**src/rtl/usb_rx_pkg.sv**
```systemverilog
// Shared USB receive-path types and default sizes.
package usb_rx_pkg;

  localparam int USB_BYTE_W      = 8;
  localparam int USB_STUFF_LIMIT = 6;

  typedef enum logic [1:0] {
    IDLE   = 2'd0,
    ACTIVE = 2'd1,
    SKIP   = 2'd2
  } unstuff_state_t;

endpackage

```
**src/rtl/rx_shift_reg.sv**
```systemverilog
// LSB-first shift register: new bits enter at the MSB, with synchronous clear.
module rx_shift_reg #(
  parameter int DATA_W = 8
) (
  input  logic              clk,
  input  logic              rst,
  input  logic              clr,
  input  logic              shift_en,
  input  logic              d_in,
  output logic [DATA_W-1:0] q
);

  // NOTE: sequential state is written with non-blocking assignments only, so every
  // register samples the pre-edge values regardless of block evaluation order.
  always_ff @(posedge clk) begin
    if (rst || clr) begin
      q <= '0;
    end else if (shift_en) begin
      q <= {d_in, q[DATA_W-1:1]};
    end
  end

endmodule

```
**src/rtl/usb_rx_unstuff_shift.sv**
```systemverilog
// USB RX bit-unstuffer and deserializer: drops stuff bits, assembles LSB-first bytes.
module usb_rx_unstuff_shift
  import usb_rx_pkg::*;
#(
  parameter int DATA_W      = USB_BYTE_W,
  parameter int STUFF_LIMIT = USB_STUFF_LIMIT
) (
  input  logic              clk,
  input  logic              rst,
  input  logic              rcving,
  input  logic              shift_enable,
  input  logic              d_orig,
  input  logic              eop,
  output logic [DATA_W-1:0] rx_data,
  output logic              byte_ready,
  output logic              stuff_err
);

  localparam int CNT_W  = (DATA_W > 1) ? $clog2(DATA_W) : 1;
  localparam int ONES_W = $clog2(STUFF_LIMIT + 1);

  unstuff_state_t     state, state_next;
  logic [CNT_W-1:0]   bit_cnt, bit_cnt_next;
  logic [ONES_W-1:0]  ones_cnt, ones_cnt_next, ones_inc;
  logic [DATA_W-1:0]  shreg;
  logic               shift_do, clr_part, byte_done, stuff_err_next;

  assign ones_inc = ones_cnt + ONES_W'(1);

  rx_shift_reg #(.DATA_W(DATA_W)) u_shift (
    .clk      (clk),
    .rst      (rst),
    .clr      (clr_part),
    .shift_en (shift_do),
    .d_in     (d_orig),
    .q        (shreg)
  );

  always_ff @(posedge clk) begin
    if (rst) state <= IDLE;
    else     state <= state_next;
  end

  // NOTE: every signal driven here gets a default first, so no path leaves one
  // unassigned and no latch is inferred.
  always_comb begin
    state_next     = state;
    bit_cnt_next   = bit_cnt;
    ones_cnt_next  = ones_cnt;
    shift_do       = 1'b0;
    clr_part       = 1'b0;
    byte_done      = 1'b0;
    stuff_err_next = 1'b0;

    if (!rcving || eop) begin
      // Leaving the receive window or end of packet drops any partial byte.
      state_next    = rcving ? ACTIVE : IDLE;
      bit_cnt_next  = '0;
      ones_cnt_next = '0;
      clr_part      = 1'b1;
    end else begin
      unique case (state)
        IDLE: state_next = ACTIVE;
        ACTIVE: begin
          if (shift_enable) begin
            shift_do  = 1'b1;
            byte_done = (bit_cnt == CNT_W'(DATA_W - 1));
            bit_cnt_next = byte_done ? '0 : bit_cnt + CNT_W'(1);
            if (d_orig) begin
              ones_cnt_next = ones_inc;
              if (ones_inc == ONES_W'(STUFF_LIMIT)) state_next = SKIP;
            end else begin
              ones_cnt_next = '0;
            end
          end
        end
        SKIP: begin
          if (shift_enable) begin
            ones_cnt_next  = '0;
            stuff_err_next = d_orig;
            state_next     = ACTIVE;
          end
        end
        default: state_next = IDLE;
      endcase
    end
  end

  always_ff @(posedge clk) begin
    if (rst) begin
      bit_cnt    <= '0;
      ones_cnt   <= '0;
      rx_data    <= '0;
      byte_ready <= 1'b0;
      stuff_err  <= 1'b0;
    end else begin
      bit_cnt    <= bit_cnt_next;
      ones_cnt   <= ones_cnt_next;
      byte_ready <= byte_done;
      stuff_err  <= stuff_err_next;
      // Capture the word as it will look after this final shift.
      if (byte_done) rx_data <= DATA_W'({d_orig, shreg} >> 1);
    end
  end

endmodule

```
**config.mk**
```make
export PLATFORM = sky130hd
export DESIGN_NAME = usb_rx_unstuff_shift
export DESIGN_NICKNAME = d
export VERILOG_FILES = /design/src/rtl/usb_rx_pkg.sv /design/src/rtl/rx_shift_reg.sv /design/src/rtl/usb_rx_unstuff_shift.sv
export SDC_FILE = /design/constraint.sdc
export NUM_CORES = 1
export LEC_CHECK = 0
export CAP_MARGIN = 10
export CORE_MARGIN = 4
export CORE_UTILIZATION = 52
export DETAILED_ROUTE_END_ITERATION = 10
export PLACE_DENSITY_LB_ADDON = 0.05
export SLEW_MARGIN = 20
export SYNTH_ARGS = -nofsm -noshare
export SYNTH_HDL_FRONTEND = slang
export SYNTH_HIERARCHICAL = 1
export SYNTH_SLANG_ARGS = --single-unit
```
**constraint.sdc**
```tcl
create_clock -name clk -period 1.8 [get_ports clk]
set_clock_uncertainty 0.1 [all_clocks]
set_input_delay 0.18 -clock clk [delete_from_list [all_inputs] [get_ports clk]]
set_output_delay 0.18 -clock clk [all_outputs]
set_load 0.1 [all_outputs]
```
# Word-level counts from Yosys, hierarchy flattened
# Index checks and enable logic that the tools add are counted.
dict set report totals {
  regBits 26
  out_inout_bits 10
  elab_cells 50
}
dict set report classes {
  muxes 19
  addsub 2
  n_reduce_logical 10
  eq_ne 10
  n_bitwise 2
}
# op n
set ops {}
lappend ops {{2-to-1 mux 3 bit} 4}
lappend ops {{!= test 3 bit, second input constant} 4}
lappend ops {{2-to-1 mux 2 bit} 5}
lappend ops {{2-to-1 mux 1 bit} 8}
lappend ops {{adder 3 x 1 -> 3 bit, second input constant} 2}
lappend ops {{== test 3 bit, second input constant} 2}
lappend ops {{one-hot mux 2 bit (3 select lines)} 1}
lappend ops {{one-hot mux 3 bit (2 select lines)} 1}
lappend ops {{!= test 2 bit, second input constant} 2}
lappend ops {{AND reduction 4 bit} 1}
lappend ops {{OR reduction 4 bit} 1}
lappend ops {{AND reduction 3 bit} 1}
lappend ops {{== test 2 x 1 -> 1 bit, second input constant} 1}
lappend ops {{== test 2 bit, second input constant} 1}
lappend ops {{zero test 2 bit} 1}
lappend ops {{logical OR 1 bit} 2}
lappend ops {{NOT 1 bit} 2}
lappend ops {{AND reduction 2 bit} 1}
lappend ops {{nonzero test 2 bit} 1}
lappend ops {{OR reduction 2 bit} 1}
lappend ops {{zero test 1 bit} 1}

# Longest topological paths before layout
# Gate-level depths: netlist of the first run.
dict set report logic_depth {
  word_depth 7
  mapped_depth 6
  mapped_depth_nobuf 6
}

# Modules after synthesis
# The synthesis of the first run kept the hierarchy.
# mod cells_each instances area_per_inst_um2 seq_area_each_um2
set by_module_without_submodules {}
lappend by_module_without_submodules {usb_rx_unstuff_shift 82 1 792.0 360.3}
lappend by_module_without_submodules {rx_shift_reg 27 1 295.3 160.2}

# Worst setup path before layout of the first run
# No wires, ideal clock.
dict set report synth_path {
  path_type {reg-to-reg}
  startpoint {reg state[1]}
  endpoint {reg rx_data[0]}
  setup_ns 0.128
  path_buffers 1
  arrival_time_ns 1.167
  required_ns 1.572
  stages_incl_launch_ff 6
  setup_slack_ns 0.405
  cell_sequence {dfxtp_1 and3b_4 and3_4 buf_12 mux2i_1 nor2_1}
}
dict set report synth_via {
  elab_chain_cells 3
}
# item line_no
set synth_lines {}
lappend synth_lines {{start: declaration} usb_rx_unstuff_shift.sv:22} ;# unstuff_state_t state, state_next;
lappend synth_lines {{start signal: assignment} usb_rx_unstuff_shift.sv:41} ;# else state <= state_next;
lappend synth_lines {{== test 2 x 1 -> 1 bit} usb_rx_unstuff_shift.sv:62} ;# unique case (state)
lappend synth_lines {{2-to-1 mux 1 bit} usb_rx_unstuff_shift.sv:62}
lappend synth_lines {{2-to-1 mux 1 bit} usb_rx_unstuff_shift.sv:55} ;# if (!rcving || eop) begin
lappend synth_lines {{end signal: assignment} usb_rx_unstuff_shift.sv:102} ;# if (byte_done) rx_data <= DATA_W'({d_orig, shreg} >> 1);
lappend synth_lines {{end: declaration} usb_rx_unstuff_shift.sv:14} ;# output logic [DATA_W-1:0] rx_data,
# Every way passes these cells.
# A chain may end at the register's enable or synchronous reset.

# Worst setup path in the final report of the first run
dict set report layout_path {
  startpoint {reg ones_cnt[0]}
  endpoint {reg state[0]}
}
dict set report layout_via {
  elab_chain_cells 4
}
# item line_no
set layout_lines {}
lappend layout_lines {{start: declaration} usb_rx_unstuff_shift.sv:24} ;# logic [ONES_W-1:0] ones_cnt, ones_cnt_next, ones_inc;
lappend layout_lines {{start signal: assignment} usb_rx_unstuff_shift.sv:98} ;# ones_cnt <= ones_cnt_next;
lappend layout_lines {{adder 3 x 1 -> 3 bit} usb_rx_unstuff_shift.sv:28} ;# assign ones_inc = ones_cnt + ONES_W'(1);
lappend layout_lines {{== test 3 bit} usb_rx_unstuff_shift.sv:71} ;# if (ones_inc == ONES_W'(STUFF_LIMIT)) state_next = SKIP;
lappend layout_lines {{!= test 3 bit (no line)} -}
lappend layout_lines {{AND reduction 4 bit (no line)} -}
# Every way passes these cells.

==> results of run 1 <==
[report_power, final]
group          switching [uW]  internal (uW)
registers                2.30            555
logic                    26.8           24.3
clock network             168           85.0
[state kept, by name (all words and copies together) (netlist names)]
| signal | cells |
|---|---|
| state | 2 |
| ones_cnt | 3 |
| byte_ready | 1 |
| bit_cnt | 3 |
| u_shift/q | 7 |
| stuff_err | 1 |
| rx_data | 8 |
[metal layers]
layer	wire length [um]	global-route usage (%)
met2	861	25.8
met4	12	3.83
met1	877	18.5
met5	0	0
met3	91	5.35
[cells in the final DEF (no fill, tap or decap), types with 2 or more instances in the layout]
| master | n |
|---|---|
| sky130_fd_sc_hd__buf_4 | 14 |
| sky130_fd_sc_hd__mux2i_1 | 15 |
| sky130_fd_sc_hd__clkbuf_4 | 3 |
| sky130_fd_sc_hd__a2bb2oi_1 | 2 |
| sky130_fd_sc_hd__a21oi_1 | 4 |
| sky130_fd_sc_hd__a311oi_1 | 2 |
| sky130_fd_sc_hd__ha_1 | 4 |
| sky130_fd_sc_hd__nand2_1 | 8 |
| sky130_fd_sc_hd__nor2_1 | 20 |
| sky130_fd_sc_hd__inv_1 | 4 |
| sky130_fd_sc_hd__dfxtp_1 | 25 |
| sky130_fd_sc_hd__clkdlybuf4s50_1 | 5 |
| sky130_fd_sc_hd__nor2b_1 | 3 |
[stage by stage]
stage          std cells  cell area (sq um)  setup slack [ps]
2_1_floorplan        106               1050               405
3_3_place_gp         148               1200              43.4
3_5_place_dp         148               1200             -8.92
4_1_cts              152               1230               213
5_1_grt              152               1230               122
6_report             152               1230               200
[area by class of cell]
cell class	count	area [sq um]	share of cell area [%]
Inverter	4	15.0	1.22
Sequential cell	25	500	40.7
Clock inverter	1	7.51	0.610
Timing Repair Buffer	19	155	12.6
Tap cell	27	33.8	2.75
Multi-Input combinational cell	73	495	40.3
Clock buffer	3	22.5	1.83
[final timing paths]
check                                              start                 endpoint  slack (ps)  cells after the start
worst max register to register  ones_cnt[0]$_SDFFE_PP0P_    state[0]$_SDFFE_PP0P_         200                      5
worst min register to register   bit_cnt[2]$_SDFFE_PP0N_  bit_cnt[2]$_SDFFE_PP0N_         380                      2
worst max-delay path            ones_cnt[0]$_SDFFE_PP0P_    state[0]$_SDFFE_PP0P_         200                      5
worst min-delay path             bit_cnt[2]$_SDFFE_PP0N_  bit_cnt[2]$_SDFFE_PP0N_         380                      2
[worst max-delay path, delay by kind of cell, from the launching register on]
kind	cells	cell delay, ps
compound gates	3	660
flops	1	380
fa+ha+maj	1	220
xor+xnor	1	150
==> metrics.json, run 1 <==
{
  "worst_setup_path": {
    "cp-end-kind": "flip-flop",
    "worst_path_cell_chain": "ha_1 > xnor2_1 > a311oi_1 > o221ai_1 > o41ai_1",
    "crit_arrival_ps": 1720,
    "critical_path.slowest_cell": "sky130_fd_sc_hd__a311oi_1",
    "crit_required_ps": 1920,
    "crit_path_max_incr_delay_ps": 400,
    "timing.critical_path.fanout_max": 4,
    "criticalPathCategory": "flip-flop to flip-flop",
    "timing.critical_path.from_type": "flip-flop"
  },
  "sta": {
    "finalHoldWorstSlack_ps": 377,
    "tightestPinTransition_ps": 452,
    "final_hold_viol_count": 0,
    "final.setup.tns_ps": 0,
    "finalCriticalPeriod_ps": 1600,
    "grt_setup_unrepaired": "false",
    "final_min_period_over_clock_period_pct": 88.9,
    "setup_violations": 0,
    "max_clock_freq_mhz": 625,
    "number_of_max_slew_violations_in_the_final_report": 0,
    "relSlewSlack_pct": 69.7
  },
  "cells_and_area": {
    "final_util_pct": 63.3,
    "layout.filler_cells": 182,
    "share_of_final_layout_standard_cells_stronger_than_drive_strength_1_pct": 16.0,
    "area_growth_pct": 16.7,
    "fin_nets": 136,
    "num_antenna_cells": 0
  },
  "pwr": {
    "pwr_density_cell_nw_per_um2": 700,
    "leakage_uw": 0.000448,
    "worst_ir_drop_vdd_uv": 453,
    "total_power_uw": 862
  },
  "floorplan": {
    "placement_row_count": 16,
    "die_x_um": 53.0,
    "num_io_pins": 16,
    "initial_core_utilization_pct": 54.3,
    "coreArea_sq_um": 1940,
    "die_y_extent_um": 53.0,
    "die-area_sq_um": 2810
  },
  "synthesis": {
    "netlist_area_sq_um": 1050,
    "yosys_warnings": 6,
    "post_synth.cell_area_avg_sq_um": 9.94,
    "cells_after_synth": 106,
    "synth_nets": 116
  },
  "placement": {
    "port_buffers": 15,
    "place.gp.congestion": 0.743,
    "hpwl_um": 1390
  },
  "drt": {
    "finalWirelength_um": 1840,
    "drtAntennaViolNets": 0,
    "drcViolationCount": 0,
    "dr.pass1.iters": 4,
    "first_iter_violations": 11,
    "route.vias.total": 765,
    "detail_route.wl_per_cell_um": 12.1,
    "drt-vias-per-instance": 5.03
  },
  "clocking": {
    "post_cts.repair.setup_buffers": 0,
    "numCtsBuffers": 3,
    "clk_latency_ps": 320,
    "cts-htree-levels": 1,
    "clk_path_buf_depth": 2,
    "cts_sinks": 25,
    "tritoncts": "yes",
    "hold_buf_count_cts": 0,
    "cts.reportedPaths.clkPinSlew_ps": 140,
    "clock-root-buffer": "sky130_fd_sc_hd__clkbuf_4",
    "post_cts_resized": 0
  },
  "run_status": {
    "run_status": "finished, final reports clean"
  },
  "grt": {
    "first_global_vias": 735,
    "grt_antenna_before_repair": 0,
    "grtUsageTotal_pct": 15.3,
    "grt_pass1_wl_um": 3190,
    "grt_remaining_overflow": 0,
    "grt_start_max_net_pins": 16
  },
  "run": {
    "drv_cap": 0
  },
  "min_path": {
    "worstHoldPathType": "flip-flop to flip-flop"
  }
}
(Power assumes the default switching activity.)
==> run 2, diff against run 1 <==
- CORE_UTILIZATION: 52 -> 55
- SLEW_MARGIN: 20 -> 0
- clock period: 1.8 -> 1.9 ns (I/O delays scaled with it)
==> run 2 against run 1 <==
Against the previous run:
- design area decreased by 0.41%
- sequential share of layout area increased by 0.17 points
- sequential power decreased by 5.4%
- utilization increased by 6.1 points
- clock power decreased by 5%
- combinational power decreased by 5.7%
- cell count decreased by 1.3%
- count of clock-buffer cells in the layout unchanged
- non-clock buffer count unchanged
- global-route usage increased by 1.7 points
- die area decreased by 4.6%
- largest power group unchanged
==> metrics.json, run 2 (synthesized netlist as in run 1, its figures left out) <==
{
  "placement": {
    "port_buffers": {"value": 15, "change": "unchanged"},
    "hpwl": {"value": 1330, "unit": "um", "change": "-4.2%"},
    "place.gp.congestion": {"value": 0.790, "change": "+6.3%"}
  },
  "clocking": {
    "clock-root-buffer": "sky130_fd_sc_hd__clkbuf_4",
    "cts_sinks": {"value": 25, "change": "unchanged"},
    "clk_path_buf_depth": {"value": 2, "change": "unchanged"},
    "post_cts_resized": {"value": 0, "change": "unchanged"},
    "clk_latency": {"value": 320, "unit": "ps", "change": "about the same"},
    "numCtsBuffers": {"value": 3, "change": "unchanged"},
    "cts.reportedPaths.clkPinSlew": {"value": 140, "unit": "ps", "change": "about the same"},
    "cts-htree-levels": {"value": 1, "change": "unchanged"},
    "post_cts.repair.setup_buffers": {"value": 0, "change": "unchanged"},
    "hold_buf_count_cts": {"value": 0, "change": "unchanged"},
    "tritoncts": "yes"
  },
  "worst_setup_path": {
    "cp_top_family": "compound AO/OA/AOI/OAI gates",
    "timing.critical_path.buf_inv": {"value": 0, "change": "unchanged"},
    "cp-end-kind": "flip-flop",
    "crit_required": {"value": 2040, "unit": "ps", "change": "+120 ps"},
    "crit_arrival": {"value": 1690, "unit": "ps", "change": "-30 ps"},
    "criticalPathCategory": "flip-flop to flip-flop",
    "critical_path.slowest_cell": "sky130_fd_sc_hd__dfxtp_1",
    "crit_path_max_incr_delay": {"value": 370, "unit": "ps", "change": "-30 ps"},
    "timing.critical_path.from_type": "flip-flop",
    "worst_path_cell_chain": "ha_1 > xnor2_1 > a311oi_1 > o221ai_1 > o41ai_1",
    "timing.critical_path.fanout_max": {"value": 4, "change": "unchanged"}
  },
  "pwr": {
    "share_clk_of_total_power": {"value": 29.4, "unit": "%", "change": "about the same"},
    "pwr_density_cell": {"value": 667, "unit": "nW/um^2", "change": "-4.8%"},
    "power.share.combinational": {"value": 5.9, "unit": "%", "change": "about the same"},
    "leakage": {"value": 0.000451, "unit": "uW", "change": "+0.84%"},
    "net-switching-power": {"value": 189, "unit": "uW", "change": "-4.0%"},
    "internal_power": {"value": 628, "unit": "uW", "change": "-5.5%"},
    "total_power": {"value": 817, "unit": "uW", "change": "-5.2%"},
    "pwr-share-seq": {"value": 64.7, "unit": "%", "change": "about the same"},
    "worst_ir_drop_vdd": {"value": 456, "unit": "uV", "change": "+0.62%"},
    "power.switching_fraction": {"value": 23.1, "unit": "%", "change": "+0.28 points"}
  },
  "floorplan": {
    "initial_core_utilization": {"value": 59.7, "unit": "%", "change": "+5.5 points"},
    "die_y_extent": {"value": 51.8, "unit": "um", "change": "-2.3%"},
    "num_io_pins": {"value": 16, "change": "unchanged"},
    "placement_row_count": {"value": 15, "change": "-1"},
    "die-area": {"value": 2680, "unit": "sq um", "change": "-4.6%"},
    "coreArea": {"value": 1760, "unit": "sq um", "change": "-9.1%"},
    "die_x": {"value": 51.8, "unit": "um", "change": "-2.3%"}
  },
  "cells_and_area": {
    "final_cell_mix": "25 x sky130_fd_sc_hd__dfxtp_1, 20 x sky130_fd_sc_hd__nor2_1, 15 x sky130_fd_sc_hd__mux2i_1, 14 x sky130_fd_sc_hd__buf_4, 8 x sky130_fd_sc_hd__nand2_1",
    "largest-register": "rx_data",
    "layout_commonest_cell": "sky130_fd_sc_hd__dfxtp_1",
    "largest_register_ff_count": {"value": 8, "change": "unchanged"},
    "share_of_final_layout_standard_cells_stronger_than_drive_strength_1": {"value": 16.0, "unit": "%", "change": "unchanged"},
    "fin_nets": {"value": 136, "change": "unchanged"},
    "num_antenna_cells": {"value": 0, "change": "unchanged"},
    "area_growth_pct": 16.3,
    "largestRegisters": "rx_data: 8 flops, u_shift/q: 7 flops"
  },
  "drt": {
    "detail_route.wl_per_cell": {"value": 12.2, "unit": "um", "change": "+0.51%"},
    "drtAntennaViolNets": {"value": 0, "change": "unchanged"},
    "finalWirelength": {"value": 1830, "unit": "um", "change": "-0.81%"},
    "route.vias.total": {"value": 771, "change": "+0.78%"},
    "first_iter_violations": {"value": 9, "change": "-2"},
    "dr.pass1.iters": {"value": 4, "change": "unchanged"},
    "drt-vias-per-instance": {"value": 5.14, "change": "+2.1%"},
    "drcViolationCount": {"value": 0, "change": "unchanged"}
  },
  "sta": {
    "number_of_max_slew_violations_in_the_final_report": {"value": 0, "change": "unchanged"},
    "tightestPinTransition": {"value": 409, "unit": "ps", "change": "-43.1 ps"},
    "final_min_period_over_clock_period": {"value": 81.6, "unit": "%", "change": "-7.3 points"},
    "relSlewSlack": {"value": 72.6, "unit": "%", "change": "+2.9 points"},
    "finalCriticalPeriod": {"value": 1550, "unit": "ps", "change": "-49.2 ps"},
    "grt_setup_unrepaired": "false",
    "final_hold_viol_count": {"value": 0, "change": "unchanged"},
    "max_clock_freq": {"value": 645, "unit": "MHz", "change": "+3.2%"},
    "final.setup.tns": {"value": 0, "unit": "ps", "change": "unchanged"},
    "setup_violations": {"value": 0, "change": "unchanged"}
  },
  "run_status": {
    "run_status": "finished, final reports clean"
  },
  "grt": {
    "grtUsageTotal": {"value": 17.1, "unit": "%", "change": "+1.7 points"},
    "grt_pass1_wl": {"value": 3370, "unit": "um", "change": "+5.9%"},
    "grt_start_max_net_pins": {"value": 15, "change": "-1"},
    "first_global_vias": {"value": 770, "change": "+4.8%"},
    "grt_remaining_overflow": {"value": 0, "change": "unchanged"},
    "grt_antenna_before_repair": {"value": 0, "change": "unchanged"}
  },
  "run": {
    "drv_cap": {"value": 0, "change": "unchanged"}
  },
  "min_path": {
    "worstHoldPathType": "flip-flop to flip-flop"
  }
}
==> run 2: worst register-to-register path: stages, from the launching register on <==
cell and delay, ps:
sky130_fd_sc_hd__dfxtp_1 370, sky130_fd_sc_hd__ha_1 220, sky130_fd_sc_hd__xnor2_1 140, sky130_fd_sc_hd__a311oi_1 360
sky130_fd_sc_hd__o221ai_1 190, sky130_fd_sc_hd__o41ai_1 90
==> run 2: power groups by stage <==
stage | Combinational (uW) | Sequential, uW | Clock (uW)
after floorplan | 24.9 | 539 | 0
final | 48.3 | 528 | 240
after CTS | 48.1 | 528 | 246
after global routing | 53.4 | 529 | 268
after global placement | 46.9 | 540 | 0
after detailed placement | 47.7 | 540 | 0
==> run 2: cell type report <==
| class | count | area (sq um) |
|---|---|---|
| fillers | 161 | 539 |
| flip-flops and latches | 25 | 500 |
| multi-input cells | 73 | 495 |
| repair buffers | 19 | 155 |
| well taps | 25 | 31.3 |
| clock buffers | 3 | 22.5 |
| inverters | 4 | 15.0 |
| clock inverters | 1 | 5.00 |
==> run 2: path summary, 6_finish.rpt <==
| kind | startpoint | endpoint | slack, ps | depth (start not counted) |
|---|---|---|---|---|
| min reg2reg | bit_cnt[1]$_SDFFE_PP0N_ | bit_cnt[1]$_SDFFE_PP0N_ | 370 | 2 |
| min | bit_cnt[1]$_SDFFE_PP0N_ | bit_cnt[1]$_SDFFE_PP0N_ | 370 | 2 |
| max reg2reg | ones_cnt[0]$_SDFFE_PP0P_ | state[0]$_SDFFE_PP0P_ | 350 | 5 |
| max | ones_cnt[0]$_SDFFE_PP0P_ | state[0]$_SDFFE_PP0P_ | 350 | 5 |
==> run 2: metal layers <==
metal | global-route usage [%] | wire, um | up-vias
met4 | 9.17 | 34 | 0
met5 | 0 | 0 | -
li1 | - | - | 397
met1 | 21.0 | 885 | 353
met3 | 3.44 | 90 | 4
met2 | 27.8 | 818 | 17
==> run 2: per-stage QoR <==
stage | utilization, % | cells | hold WS (ps) | cell area (sq um) | setup slack (ps)
after floorplan | - | 106 | 197 | 1050 | 505
after global placement | 67.9 | 146 | 344 | 1200 | 198
after detailed placement | 67.9 | 146 | 352 | 1200 | 109
after CTS | 69.4 | 150 | 371 | 1220 | 354
after global routing | 69.4 | 150 | 407 | 1220 | 139
final | 69.4 | 150 | 369 | 1220 | 349
==> run 3, diff against run 2 <==
- CORE_UTILIZATION: 55 -> 52
- clock period: 1.9 -> 1.5 ns (I/O delays scaled with it)
==> run 3 against run 2 <==
Against the previous run:
- via count increased by 5.3%
- fmax increased by 6.3%
- global-route usage increased by 1.5 points
- register-to-register slack got worse by 310 ps
- die area increased by 4.9%
- flip-flop and latch count unchanged
- total power increased by 30%
==> metrics.json, run 3 (synthesized netlist as in run 1, its figures left out) <==
{
  "run_status": {
    "run_status": "finished, final reports clean"
  },
  "floorplan": {
    "coreArea": {"value": 1940, "unit": "sq um", "change": "+10%"},
    "initial_core_utilization": {"value": 54.3, "unit": "%", "change": "-5.5 points"},
    "placement_row_count": {"value": 16, "change": "+1"},
    "die-area": {"value": 2810, "unit": "sq um", "change": "+4.9%"},
    "die_y_extent": {"value": 53.0, "unit": "um", "change": "+2.4%"},
    "num_io_pins": {"value": 16, "change": "unchanged"},
    "die_x": {"value": 53.0, "unit": "um", "change": "+2.4%"}
  },
  "grt": {
    "grt_pass1_wl": {"value": 3750, "unit": "um", "change": "+11%"},
    "grt_use_met3": {"value": 4.51, "unit": "%", "change": "+1.1 points"},
    "grt_remaining_overflow": {"value": 0, "change": "unchanged"},
    "grt_start_max_net_pins": {"value": 17, "change": "+2"},
    "grtUsageTotal": {"value": 18.6, "unit": "%", "change": "+1.5 points"},
    "met1_track_demand_over_resource": {"value": 22.0, "unit": "%", "change": "+0.94 points"},
    "grt_util_met2": {"value": 30.8, "unit": "%", "change": "+3.0 points"},
    "grt_antenna_before_repair": {"value": 0, "change": "unchanged"},
    "grt.busiest_layer": "met2",
    "first_global_vias": {"value": 853, "change": "+11%"}
  },
  "pwr": {
    "total_power": {"value": 1060, "unit": "uW", "change": "+30%"},
    "leakage": {"value": 0.000496, "unit": "uW", "change": "+10%"},
    "pwr-share-seq": {"value": 63.0, "unit": "%", "change": "-1.7 points"},
    "net-switching-power": {"value": 254, "unit": "uW", "change": "+34%"},
    "worst_ir_drop_vdd": {"value": 715, "unit": "uV", "change": "+57%"},
    "share_clk_of_total_power": {"value": 30.4, "unit": "%", "change": "+1.0 points"},
    "internal_power": {"value": 808, "unit": "uW", "change": "+29%"},
    "power.switching_fraction": {"value": 23.9, "unit": "%", "change": "+0.75 points"},
    "pwr_density_cell": {"value": 748, "unit": "nW/um^2", "change": "+12%"},
    "power.share.combinational": {"value": 6.5, "unit": "%", "change": "+0.6 points"}
  },
  "cells_and_area": {
    "register_area": {"value": 507, "unit": "sq um", "change": "+1.2%"},
    "num_antenna_cells": {"value": 0, "change": "unchanged"},
    "largest-register": "rx_data",
    "share_of_final_layout_standard_cells_stronger_than_drive_strength_1": {"value": 24.0, "unit": "%", "change": "+8.0 points"},
    "fin_nets": {"value": 140, "change": "+2.9%"},
    "layout_commonest_cell": "sky130_fd_sc_hd__dfxtp_1",
    "area_growth_pct": 34.8,
    "final_cell_mix": "22 x sky130_fd_sc_hd__dfxtp_1, 20 x sky130_fd_sc_hd__nor2_1, 15 x sky130_fd_sc_hd__mux2i_1, 10 x sky130_fd_sc_hd__buf_12, 8 x sky130_fd_sc_hd__nand2_1",
    "multi_input_area": {"value": 531, "unit": "sq um", "change": "+7.1%"},
    "finish.instance_area": {"value": 1420, "unit": "sq um", "change": "+16%"},
    "layout.filler_cells": {"value": 148, "change": "-8.1%"},
    "largest_register_ff_count": {"value": 8, "change": "unchanged"},
    "largestRegisters": "rx_data: 8 flops, u_shift/q: 7 flops"
  },
  "worst_setup_path": {
    "cp-end-kind": "flip-flop",
    "criticalPathCategory": "flip-flop to flip-flop",
    "crit_arrival": {"value": 1580, "unit": "ps", "change": "-110 ps"},
    "timing.critical_path.buf_inv": {"value": 0, "change": "unchanged"},
    "timing.critical_path.fanout_max": {"value": 4, "change": "unchanged"},
    "crit_required": {"value": 1620, "unit": "ps", "change": "-420 ps"},
    "timing.critical_path.from_type": "flip-flop",
    "critical_path.slowest_cell": "sky130_fd_sc_hd__dfxtp_1",
    "crit_path_max_incr_delay": {"value": 380, "unit": "ps", "change": "about the same"},
    "cp_top_family": "compound AO/OA/AOI/OAI gates",
    "worst_path_cell_chain": "ha_1 > xnor2_1 > a311oi_2 > o221ai_1 > o41ai_1"
  },
  "drt": {
    "finalWirelength": {"value": 2160, "unit": "um", "change": "+18%"},
    "route.vias.total": {"value": 812, "change": "+5.3%"},
    "drt-vias-per-instance": {"value": 5.21, "change": "+1.3%"},
    "dr.pass1.iters": {"value": 4, "change": "unchanged"},
    "detail_route.wl_per_cell": {"value": 13.8, "unit": "um", "change": "+14%"},
    "first_iter_violations": {"value": 13, "change": "+4"},
    "drtAntennaViolNets": {"value": 0, "change": "unchanged"},
    "drcViolationCount": {"value": 0, "change": "unchanged"}
  },
  "sta": {
    "setup_violations": {"value": 0, "change": "unchanged"},
    "final_hold_viol_count": {"value": 0, "change": "unchanged"},
    "final_min_period_over_clock_period": {"value": 97.2, "unit": "%", "change": "+16 points"},
    "relSlewSlack": {"value": 77.0, "unit": "%", "change": "+4.4 points"},
    "finalCriticalPeriod": {"value": 1460, "unit": "ps", "change": "-92.5 ps"},
    "tightestPinTransition": {"value": 341, "unit": "ps", "change": "-67.6 ps"},
    "max_clock_freq": {"value": 686, "unit": "MHz", "change": "+6.3%"},
    "number_of_max_slew_violations_in_the_final_report": {"value": 0, "change": "unchanged"}
  },
  "clocking": {
    "tritoncts": "yes",
    "hold_buf_count_cts": {"value": 0, "change": "unchanged"},
    "clock-root-buffer": "sky130_fd_sc_hd__clkbuf_4",
    "clk_latency": {"value": 330, "unit": "ps", "change": "about the same"},
    "post_cts.repair.setup_buffers": {"value": 0, "change": "unchanged"},
    "cts_sinks": {"value": 25, "change": "unchanged"},
    "cts-htree-levels": {"value": 1, "change": "unchanged"},
    "numCtsBuffers": {"value": 3, "change": "unchanged"},
    "cts.reportedPaths.clkPinSlew": {"value": 130, "unit": "ps", "change": "about the same"},
    "clk_path_buf_depth": {"value": 2, "change": "unchanged"}
  },
  "placement": {
    "dpl-instance-area": {"value": 1350, "unit": "sq um", "change": "+13%"},
    "place.gp.congestion": {"value": 0.759, "change": "-3.9%"},
    "port_buffers": {"value": 15, "change": "unchanged"},
    "hpwl": {"value": 1580, "unit": "um", "change": "+19%"}
  },
  "min_path": {
    "worstHoldPathType": "flip-flop to flip-flop"
  },
  "run": {
    "drv_cap": {"value": 0, "change": "unchanged"}
  }
}
run 3: cell count changes in the layout (fill, tap and decap cells not counted), moves of 2 or more:
cell / delta
sky130_fd_sc_hd__buf_12: +10
sky130_fd_sc_hd__dfxtp_1: -3
sky130_fd_sc_hd__buf_4: -7
sky130_fd_sc_hd__dfxtp_2: +2
run 3: final timing paths:
check	endpoint	slack [ps]	cells after the start	start
max	state[0]$_SDFFE_PP0P_	40	5	ones_cnt[0]$_SDFFE_PP0P_
min	bit_cnt[1]$_SDFFE_PP0N_	370	2	bit_cnt[1]$_SDFFE_PP0N_
max reg2reg	state[0]$_SDFFE_PP0P_	40	5	ones_cnt[0]$_SDFFE_PP0P_
min reg2reg	bit_cnt[1]$_SDFFE_PP0N_	370	2	bit_cnt[1]$_SDFFE_PP0N_
run 3: metal layers:
metal / part of all wire (%) / up-vias
met2: 51 / 19
met1: 43 / 380
met3: 4.0 / 4
met4: 1.7 / 0
li1: - / 409
met5: 0 / -
run 3: area by class of cell:
cell class,count,area share (%)
inverters,4,1.06
flip-flops and latches,25,35.7
repair buffers,22,21.3
multi-input cells,74,37.4
clock inverters,1,0.617
well taps,27,2.38
clock buffers,3,1.59
run 3: power by group through the flow:
stage               Clock, uW  Combinational [uW]  Sequential [uW]
floorplan                   0                31.5              683
global placement            0                63.7              684
detailed placement          0                66.0              684
CTS                       328                67.1              669
global route              352                75.7              670
finish                    323                69.4              670
run 3: repair_timing:
item	in CTS	in global routing
gates cloned	0	1
endpoints found under the setup margin	1	17
gates resized for setup	1	8
pin swaps	0	1
run 3: worst register-to-register path, delay by kind of cell, from the launching register on:
kind,cells,cell delay [ps]
AOI/OAI and AO/OA,3,500
DFF,1,380
adders and majority gates,1,220
xor gates and xnor gates,1,160
run 3: stage by stage:
| step | setup WS [ps] | hold WS, ps | setup TNS [ps] | cells | util (%) |
|---|---|---|---|---|---|
| after floorplan | 105 | 157 | 0 | 106 | - |
| after global placement | -146 | 349 | -2030 | 151 | 69.4 |
| after detailed placement | -229 | 353 | -3000 | 151 | 69.4 |
| after CTS | 5.36 | 372 | 0 | 155 | 71.3 |
| after global routing | -9.42 | 410 | -9.42 | 156 | 73.1 |
| final | 41.5 | 373 | 0 | 156 | 73.1 |
